--- src/rtl/vga_sync_gen.sv ---
// vga_sync_gen
// Pixel-strobe divider plus horizontal/vertical counters for a VGA raster
// (640x480@60 Hz by default). Downstream display logic aligns to col/row.
//
// Ports:
//   clk       in   FPGA clock
//   rst_n     in   asynchronous reset, active low
//   new_pxl   out  one-clock strobe in the last clock of each pixel period
//   col       out  current column, 0..h_total-1
//   row       out  current row, 0..v_total-1
//   visible   out  current (col,row) lies in the active area (registered)
//   hsync     out  horizontal sync, level c_synch_act when active (registered)
//   vsync     out  vertical sync, level c_synch_act when active (registered)
//   end_line  out  new_pxl on the last column of a line
//   end_frame out  end_line on the last row of a frame
module vga_sync_gen #(
  parameter logic c_synch_act = 1'b0,
  parameter int   c_pxl_div   = 4,
  parameter int   c_h_visible = 640,
  parameter int   c_h_fporch  = 16,
  parameter int   c_h_synch   = 96,
  parameter int   c_h_bporch  = 48,
  parameter int   c_v_visible = 480,
  parameter int   c_v_fporch  = 10,
  parameter int   c_v_synch   = 2,
  parameter int   c_v_bporch  = 33
) (
  input  logic       clk,
  input  logic       rst_n,
  output logic       new_pxl,
  output logic [9:0] col,
  output logic [9:0] row,
  output logic       visible,
  output logic       hsync,
  output logic       vsync,
  output logic       end_line,
  output logic       end_frame
);

  localparam int c_h_total = c_h_visible + c_h_fporch + c_h_synch + c_h_bporch;
  localparam int c_v_total = c_v_visible + c_v_fporch + c_v_synch + c_v_bporch;

  localparam logic [9:0] c_pxl_last = 10'(c_pxl_div - 1);
  localparam logic [9:0] c_h_last   = 10'(c_h_total - 1);
  localparam logic [9:0] c_v_last   = 10'(c_v_total - 1);
  localparam logic [9:0] c_h_vis    = 10'(c_h_visible);
  localparam logic [9:0] c_v_vis    = 10'(c_v_visible);
  localparam logic [9:0] c_hs_first = 10'(c_h_visible + c_h_fporch);
  localparam logic [9:0] c_hs_last  = 10'(c_h_visible + c_h_fporch + c_h_synch - 1);
  localparam logic [9:0] c_vs_first = 10'(c_v_visible + c_v_fporch);
  localparam logic [9:0] c_vs_last  = 10'(c_v_visible + c_v_fporch + c_v_synch - 1);

  logic [9:0] r_pxl_cnt;
  logic [9:0] r_col;
  logic [9:0] r_row;
  logic       r_visible;
  logic       r_hsync;
  logic       r_vsync;

  logic       w_new_pxl;
  logic       w_col_wrap;
  logic       w_row_wrap;
  logic [9:0] w_col_nxt;
  logic [9:0] w_row_nxt;
  logic       w_visible_nxt;
  logic       w_hsync_nxt;
  logic       w_vsync_nxt;

  // Next counter values and the flags that describe them; the flag registers
  // load these so they always match the col/row they sit beside.
  always_comb begin
    w_new_pxl  = (r_pxl_cnt == c_pxl_last);
    w_col_wrap = (r_col == c_h_last);
    w_row_wrap = (r_row == c_v_last);
    w_col_nxt  = r_col;
    w_row_nxt  = r_row;
    if (w_col_wrap) begin
      w_col_nxt = 10'd0;
      if (w_row_wrap) begin
        w_row_nxt = 10'd0;
      end else begin
        w_row_nxt = r_row + 10'd1;
      end
    end else begin
      w_col_nxt = r_col + 10'd1;
    end
    w_visible_nxt = (w_col_nxt < c_h_vis) && (w_row_nxt < c_v_vis);
    if ((w_col_nxt >= c_hs_first) && (w_col_nxt <= c_hs_last)) begin
      w_hsync_nxt = c_synch_act;
    end else begin
      w_hsync_nxt = ~c_synch_act;
    end
    // vsync depends on the row only, so it flips at the column-0 edge
    if ((w_row_nxt >= c_vs_first) && (w_row_nxt <= c_vs_last)) begin
      w_vsync_nxt = c_synch_act;
    end else begin
      w_vsync_nxt = ~c_synch_act;
    end
  end

  // Pixel divider, raster counters and registered raster flags.
  // Reset parks the raster on the last pixel so the first strobe lands on (0,0).
  always_ff @(posedge clk or negedge rst_n) begin
    if (!rst_n) begin
      r_pxl_cnt <= 10'd0;
      r_col     <= c_h_last;
      r_row     <= c_v_last;
      r_visible <= 1'b0;
      r_hsync   <= ~c_synch_act;
      r_vsync   <= ~c_synch_act;
    end else begin
      if (w_new_pxl) begin
        r_pxl_cnt <= 10'd0;
        r_col     <= w_col_nxt;
        r_row     <= w_row_nxt;
        r_visible <= w_visible_nxt;
        r_hsync   <= w_hsync_nxt;
        r_vsync   <= w_vsync_nxt;
      end else begin
        r_pxl_cnt <= r_pxl_cnt + 10'd1;
      end
    end
  end

  assign new_pxl   = w_new_pxl;
  assign col       = r_col;
  assign row       = r_row;
  assign visible   = r_visible;
  assign hsync     = r_hsync;
  assign vsync     = r_vsync;
  assign end_line  = w_new_pxl && w_col_wrap;
  assign end_frame = w_new_pxl && w_col_wrap && w_row_wrap;

endmodule

--- config.mk ---
export PLATFORM = sky130hd
export DESIGN_NAME = vga_sync_gen
export DESIGN_NICKNAME = d
export VERILOG_FILES = /design/src/rtl/vga_sync_gen.sv
export SDC_FILE = /design/constraint.sdc
export NUM_CORES = 1
export LEC_CHECK = 0
export BUFFER_PORTS_ARGS = -buffer_cell sky130_fd_sc_hd__buf_4
export CORE_MARGIN = 2
export CORE_UTILIZATION = 62
export CTS_CLUSTER_DIAMETER = 120
export DETAILED_ROUTE_END_ITERATION = 7
export HOLD_SLACK_MARGIN = 0.02
export PLACE_DENSITY = 0.95
export SLEW_MARGIN = 20
export SYNTH_ARGS = -nofsm -noshare
export SYNTH_HDL_FRONTEND = slang
export SYNTH_SLANG_ARGS = --single-unit
--- constraint.sdc ---
create_clock -name clk -period 3.8 [get_ports clk]
set_clock_uncertainty 0.2 [all_clocks]
set_input_delay 0.19 -clock clk [delete_from_list [all_inputs] [get_ports clk]]
set_output_delay 0.19 -clock clk [all_outputs]
set_load 0.05 [all_outputs]
==> run metrics, run 1 <==
GPL Wtd Cong=roughly 0.88; VDD IR max=approximately 190 uV; max-cap viol count=0; Yosys Warn Count=0; IO Count=28; Pre-Repair DR Iteration Count=5; Synth Flop Type=dfrtp_1; arrival time worst endpoint=between 2 and 3 ns; Slowest-stage cell, CP=nor3_2; initial antenna violation count=0; Skew-Pair Late Insertion Delay=approximately 0.35 ns; critical path launch point type=flip-flop; min-delay worst type=input port to async pin; Worst Setup End Kind=output pin; crit path buf inv count=1; RSZ-0062 raised after global routing=no; GR peak layer=met2; Num Clock Sinks=33; WS Path Type=flip-flop to output pin; DP HPWL=roughly 3.3 mm; cells after synthesis=between 200 and 250; wire per inst=roughly 15 um; Placement Rows=21; Congestion Overflow GR=0; EDFF count, synth=0; Synth top area share=0.251; fin. max-slew vios=0; post-synth cell types=55; nets@finish=roughly 260; crit-path cells=ha_1 > nand4_2 > nor3_2 > nand2_1 > nor2_1 > buf_4; final WL=roughly 4.6 mm; Tmin final=about 3.3 ns; Multi-input gate area=roughly 1100 um^2; CP delay by family, top=simple AND/OR/NAND/NOR gates; # port buffers=27; Slew @ Worst Pin=just under 0.9 ns; area occupied by registers=841 um^2; Final Hold Vio Count=0; Req. time, crit path=between 3 and 4 ns; post-route ant nets=0; H-tree level count=2; final routed DRC violation total=0; worst-path maximum fanout=14; vias post-DR=1,865; First DRT Iteration DRCs=~150; # setup viols final=0; register area share after synthesis=0.402; PostCTS Resize Cnt=0; Max transition margin=0.413; met3 usage=0.0562; leading cell type by number of instances after synthesis=o21ai_0; vias per cell=between 6 and 7; top cell type by total area after synthesis=dfrtp_1; met1 Usage GRT=0.352; syn_nets=~240; width of the die=approximately 62 um; FF+latch count, synth=33; Mean Syn Cell Area=9.06 um^2; CTS tree=built; Final Non-Filler Cells=between 200 and 300; CTS clk-pin slew, worst paths=approximately 0.11 ns; Post-CTS Setup Bufs=0; outcome=finished clean; Vert. Die Dim=62.1 um; Post-Syn Area=about 2100 um^2; setup TNS=0 ns; P&R area growth vs syn=12.1%; starting density of the core=0.637; first-pass GRT wire length=about 8 mm; Filler Cell Count=between 200 and 300; largest net degree at the start of global routing=34; gr usage total=0.260; met2 Use GR=0.421; Clock Tree Buf Depth=2; Die Area=approximately 3900 um^2; layout cells sized above 1=0.234; Fmax=around 300 MHz; Diodes inserted=0; root buffer cell=clkbuf_4; cell total after placement=289; synth top area cells=dfrtp_1 25%, dfstp_2 15%, o21ai_0 5.5%; Final period util=0.865; Leak=between 0.8 and 0.9 nW; most frequent cells after synthesis=23 x o21ai_0, 21 x dfrtp_1, 21 x nand2_1, 14 x nor2_1, 13 x xnor2_1; Core Box Area=between 3000 and 4000 um^2; clock buffer count from CTS=5; vias in the first global route=between 1,500 and 2,000; PD cells=237 nW/um^2; FFs w/ async S/R, synth=1.00; hold-fix buffers at CTS=1; Largest stage delay, worst path=between 0.7 and 0.8 ns
-- placed cells by master, fill, tap and decap left out, types with 5 or more instances in the layout --
cell type and count:
buf_4 27, o21ai_0 23, nand2_1 21, dfrtp_1 21, nor2_1 14, xnor2_1 13
nand3_1 12, dfstp_2 12, inv_1 9, or3_1 5, and3_1 5, nor3_1 5
a31oi_1 5, ha_1 5, clkbuf_4 5
-- worst register-to-register path, cell delays in order (launching register included) --
cell      delay (ns)
dfstp_2         0.59
ha_1            0.28
nand4_2         0.25
nor3_2          0.77
o21ai_0         0.23
a211oi_1        0.34
o31ai_1         0.12
-- layout make-up --
cell class              count  share of cell area
clock buffers               5              0.0160
clock inverters             3             0.00747
inverters                  10              0.0165
repair buffers             28              0.0907
flip-flops and latches     33               0.358
multi-input cells         173               0.486
well taps                  46              0.0245
-- registers in the layout (all words and copies together), names as in the netlist --
register	flops
col	10
hsync	1
r_pxl_cnt	10
row	10
visible	1
vsync	1
-- cell families (layout without fill, tap and decap cells) --
family,Yosys count,count (layout),synth area share
AND/OR/NAND/NOR,95,95,0.254
AO/OA/AOI/OAI,57,57,0.194
flip-flops,33,33,0.402
buffers and inverters,25,46,0.0532
XOR/XNOR,15,15,0.0628
adder cells (fa/ha/maj),5,5,0.0299
multiplexers,1,1,0.00478
-- stage by stage --
step | hold WS [ns] | util | cell area [um^2] | power, W | setup WS [ns]
floorplan | -0.306 | - | 2090 | 0.000358 | 1.09
global placement | -0.0475 | 0.694 | 2280 | 0.000366 | 1.06
detailed placement | -0.0510 | 0.694 | 2280 | 0.000365 | 0.924
CTS | 0.107 | 0.714 | 2350 | 0.000559 | 0.497
global route | 0.144 | 0.714 | 2350 | 0.000581 | 0.189
finish | 0.118 | 0.714 | 2350 | 0.000556 | 0.511
-- report_power, final --
part           switching, W  internal [W]
logic            0.00000650    0.00000137
clock network      0.000127     0.0000697
registers                 0      0.000352
-- layer usage --
metal | vias to the layer above | routed length (um)
met1 | 893 | 2020
met2 | 80 | 2240
li1 | 883 | -
met3 | 9 | 262
met5 | - | 0
met4 | 0 | 63
-- final timing paths --
kind                                   startpoint                endpoint  slack (ns)  depth (start not counted)
hold / removal                              rst_n  r_pxl_cnt[7]$_DFF_PN0_        0.12                          2
hold reg to reg            r_pxl_cnt[5]$_DFF_PN0_  r_pxl_cnt[5]$_DFF_PN0_        0.30                          1
setup reg to reg               col[1]$_DFFE_PN1P_     visible$_DFFE_PN0P_        0.91                          6
min in group clk           r_pxl_cnt[5]$_DFF_PN0_  r_pxl_cnt[5]$_DFF_PN0_        0.30                          1
max in group asynchronous                   rst_n      col[8]$_DFFE_PN1P_        2.94                          2
setup / recovery               col[1]$_DFFE_PN1P_               end_frame        0.51                          6
(Power assumes the default switching activity.)
==> inputs of run 2 (changes only) <==
CORE_ASPECT_RATIO = 2   (was default)
==> run 2 against run 1 <==
  * Sequential power hardly changed
  * Via count rose by 0.91%
  * Critical path depth unchanged
  * Utilization is 3.9 points higher
  * Global-route usage is 1.8 points higher
  * Critical path type unchanged
  * Largest cell class unchanged
  * Largest power group is now the clock network
==> run metrics, run 2 (synthesis gave the netlist of run 1 again) <==
outcome=finished clean (unchanged); Worst Setup EP=end_frame (unchanged); WS Path Type=flip-flop to output pin (unchanged); RSZ-0062 raised after global routing=no (unchanged); worst setup path start=col[1]$_DFFE_PN1P_ (unchanged); post-layout util=0.754 (was 0.714); starting density of the core=0.656 (was 0.637); critical path launch point type=flip-flop (unchanged); Die Area=3880 um^2 (was 3860 um^2); vias in the first global route=1,804 (was 1,717); Clock Tree Buf Depth=2 (unchanged); largest net degree at the start of global routing=34 (unchanged); Final Hold Vio Count=0 (unchanged); post-route ant nets=0 (unchanged); nets@finish=258 (unchanged); vias per cell=6.65 (was 6.26); VDD IR max=394 uV (was 187 uV); initial antenna violation count=0 (unchanged); DP HPWL=3.45 mm (was 3.27 mm); Placement Rows=29 (was 21); Leak=0.930 nW (was 0.893 nW); layout cells sized above 1=0.234 (unchanged); fin. max-slew vios=0 (unchanged); Placed Area=2260 um^2 (was 2280 um^2); Req. time, crit path=3.41 ns (about the same); met2 Use GR=0.460 (was 0.421); most common cell after layout, fill and taps aside=buf_4 (unchanged); # port buffers=27 (unchanged); crit path buf inv count=1 (unchanged); Clk pwr share=0.520 (was 0.354); Max transition margin=0.429 (was 0.413); root buffer cell=clkbuf_8 (was clkbuf_4); final routed DRC violation total=0 (unchanged); vias post-DR=1,882 (was 1,865); max-cap viol count=0 (unchanged); CTS clk-pin slew, worst paths=0.07 ns (was 0.11 ns); Slowest-stage cell, CP=nor3_2 (unchanged); wire per inst=17.5 um (was 15.4 um); GPL Wtd Cong=0.847 (was 0.878); Psw=0.000135 W (was 0.000134 W); Tmin final=3.19 ns (was 3.29 ns); Sw Share=0.180 (was 0.240); CTS tree=built (unchanged); leading cell types in the layout, fill and taps excluded=27 x buf_4, 23 x o21ai_0, 21 x nand2_1, 21 x dfrtp_1, 14 x nor2_1 (unchanged); minimum hold slack=0.174 ns (was 0.118 ns); gr usage total=0.278 (was 0.260); worst-path maximum fanout=14 (unchanged); PD cells=311 nW/um^2 (was 237 nW/um^2); met1 Usage GRT=0.309 (was 0.352); Num Clock Sinks=33 (unchanged); first-pass GRT wire length=7.98 mm (was 8.10 mm); # setup viols final=0 (unchanged); crit-path cells=ha_1 > nand4_2 > nor3_2 > nand2_1 > nor2_1 > buf_4 (unchanged); Reg power frac=0.470 (was 0.632); Slew @ Worst Pin=0.852 ns (was 0.876 ns); Internal=0.000614 W (was 0.000423 W); Design Area, Final=2410 um^2 (was 2350 um^2); Skew-Pair Late Insertion Delay=0.29 ns (was 0.35 ns); Fmax=314 MHz (was 304 MHz); Final period util=0.839 (was 0.865); First DRT Iteration DRCs=75 (was 147); Largest stage delay, worst path=0.75 ns (was 0.77 ns); CP delay by family, top=simple AND/OR/NAND/NOR gates (unchanged); IO Count=28 (unchanged); reg-to-reg slack, setup=0.79 ns (was 0.91 ns); Pre-Repair DR Iteration Count=4 (was 5); Diodes inserted=0 (unchanged); Reg2Reg Depth=6 (unchanged); Congestion Overflow GR=0 (unchanged); Comb power frac=0.010 (was 0.014); Worst Setup End Kind=output pin (unchanged); clock buffer count from CTS=5 (unchanged); arrival time worst endpoint=2.80 ns (was 2.90 ns); P&R area growth vs syn=14.9% (was 12.1%); width of the die=45.1 um (was 62.1 um); Power, Total=0.000749 W (was 0.000556 W); Core Box Area=3190 um^2 (was 3280 um^2); worst r2r src=col[1]$_DFFE_PN1P_ (unchanged); GR peak layer=met2 (unchanged); R2R Path End=visible$_DFFE_PN0P_ (unchanged); Vert. Die Dim=86.2 um (was 62.1 um); final WL=4.94 mm (was 4.59 mm); met3 usage=0.0521 (was 0.0562); H-tree level count=2 (unchanged); setup TNS=0 ns (unchanged); min-delay worst type=input port to async pin (unchanged); Crit. path cell count=6 (unchanged)
==> run 2: power groups by stage <==
| stage | Clock [W] | Combinational (W) | Sequential [W] |
|---|---|---|---|
| global placement | 0 | 0.00000754 | 0.000358 |
| finish | 0.000389 | 0.00000778 | 0.000352 |
| detailed placement | 0 | 0.00000755 | 0.000358 |
| CTS | 0.000394 | 0.00000846 | 0.000352 |
| floorplan | 0 | 0.000000000354 | 0.000358 |
| global route | 0.000403 | 0.00000958 | 0.000352 |
==> run 2: worst min path at each step <==
stage,from,to
after floorplan,rst_n,col[5]$_DFFE_PN0P_
after global placement,rst_n,r_pxl_cnt[8]$_DFF_PN0_
after detailed placement,rst_n,r_pxl_cnt[2]$_DFF_PN0_
after CTS,rst_n,r_pxl_cnt[4]$_DFF_PN0_
after global routing,rst_n,r_pxl_cnt[5]$_DFF_PN0_
final,rst_n,r_pxl_cnt[2]$_DFF_PN0_
==> run 2: final cells by class <==
type | count | area, um^2
fillers | 215 | 787
repair buffers | 28 | 213
well taps | 31 | 38.8
clock inverters | 3 | 65.1
inverters | 10 | 38.8
clock buffers | 5 | 68.8
multi-input cells | 173 | 1140
flip-flops and latches | 33 | 841
==> run 2: routing by layer <==
metal  wire (um)  vias up
met5           0        -
met4         300        0
met3         276       29
met2        2540       87
met1        1820      885
li1            -      881
==> run 2: worst reg2reg max path: cells and delay by family, from the launching register on <==
kind                     cells  cell delay [ns]
AND/OR/NAND/NOR              2             1.00
AO/OA/AOI/OAI                3             0.82
flip-flops                   1             0.57
adder cells (fa/ha/maj)      1             0.28
==> run 2: metrics by stage <==
step           setup slack (ns)  cells
2_1_floorplan              1.09    231
4_1_cts                   0.636    283
3_5_place_dp              0.867    274
6_report                  0.614    283
3_3_place_gp               1.06    274
5_1_grt                   0.394    283
==> run 2: timing repair <==
action                    in CTS  in global routing
hold endpoints to repair      33                  0
setup buffers                  0                  0
hold buffers                   1                  0
resized for setup              0                  0
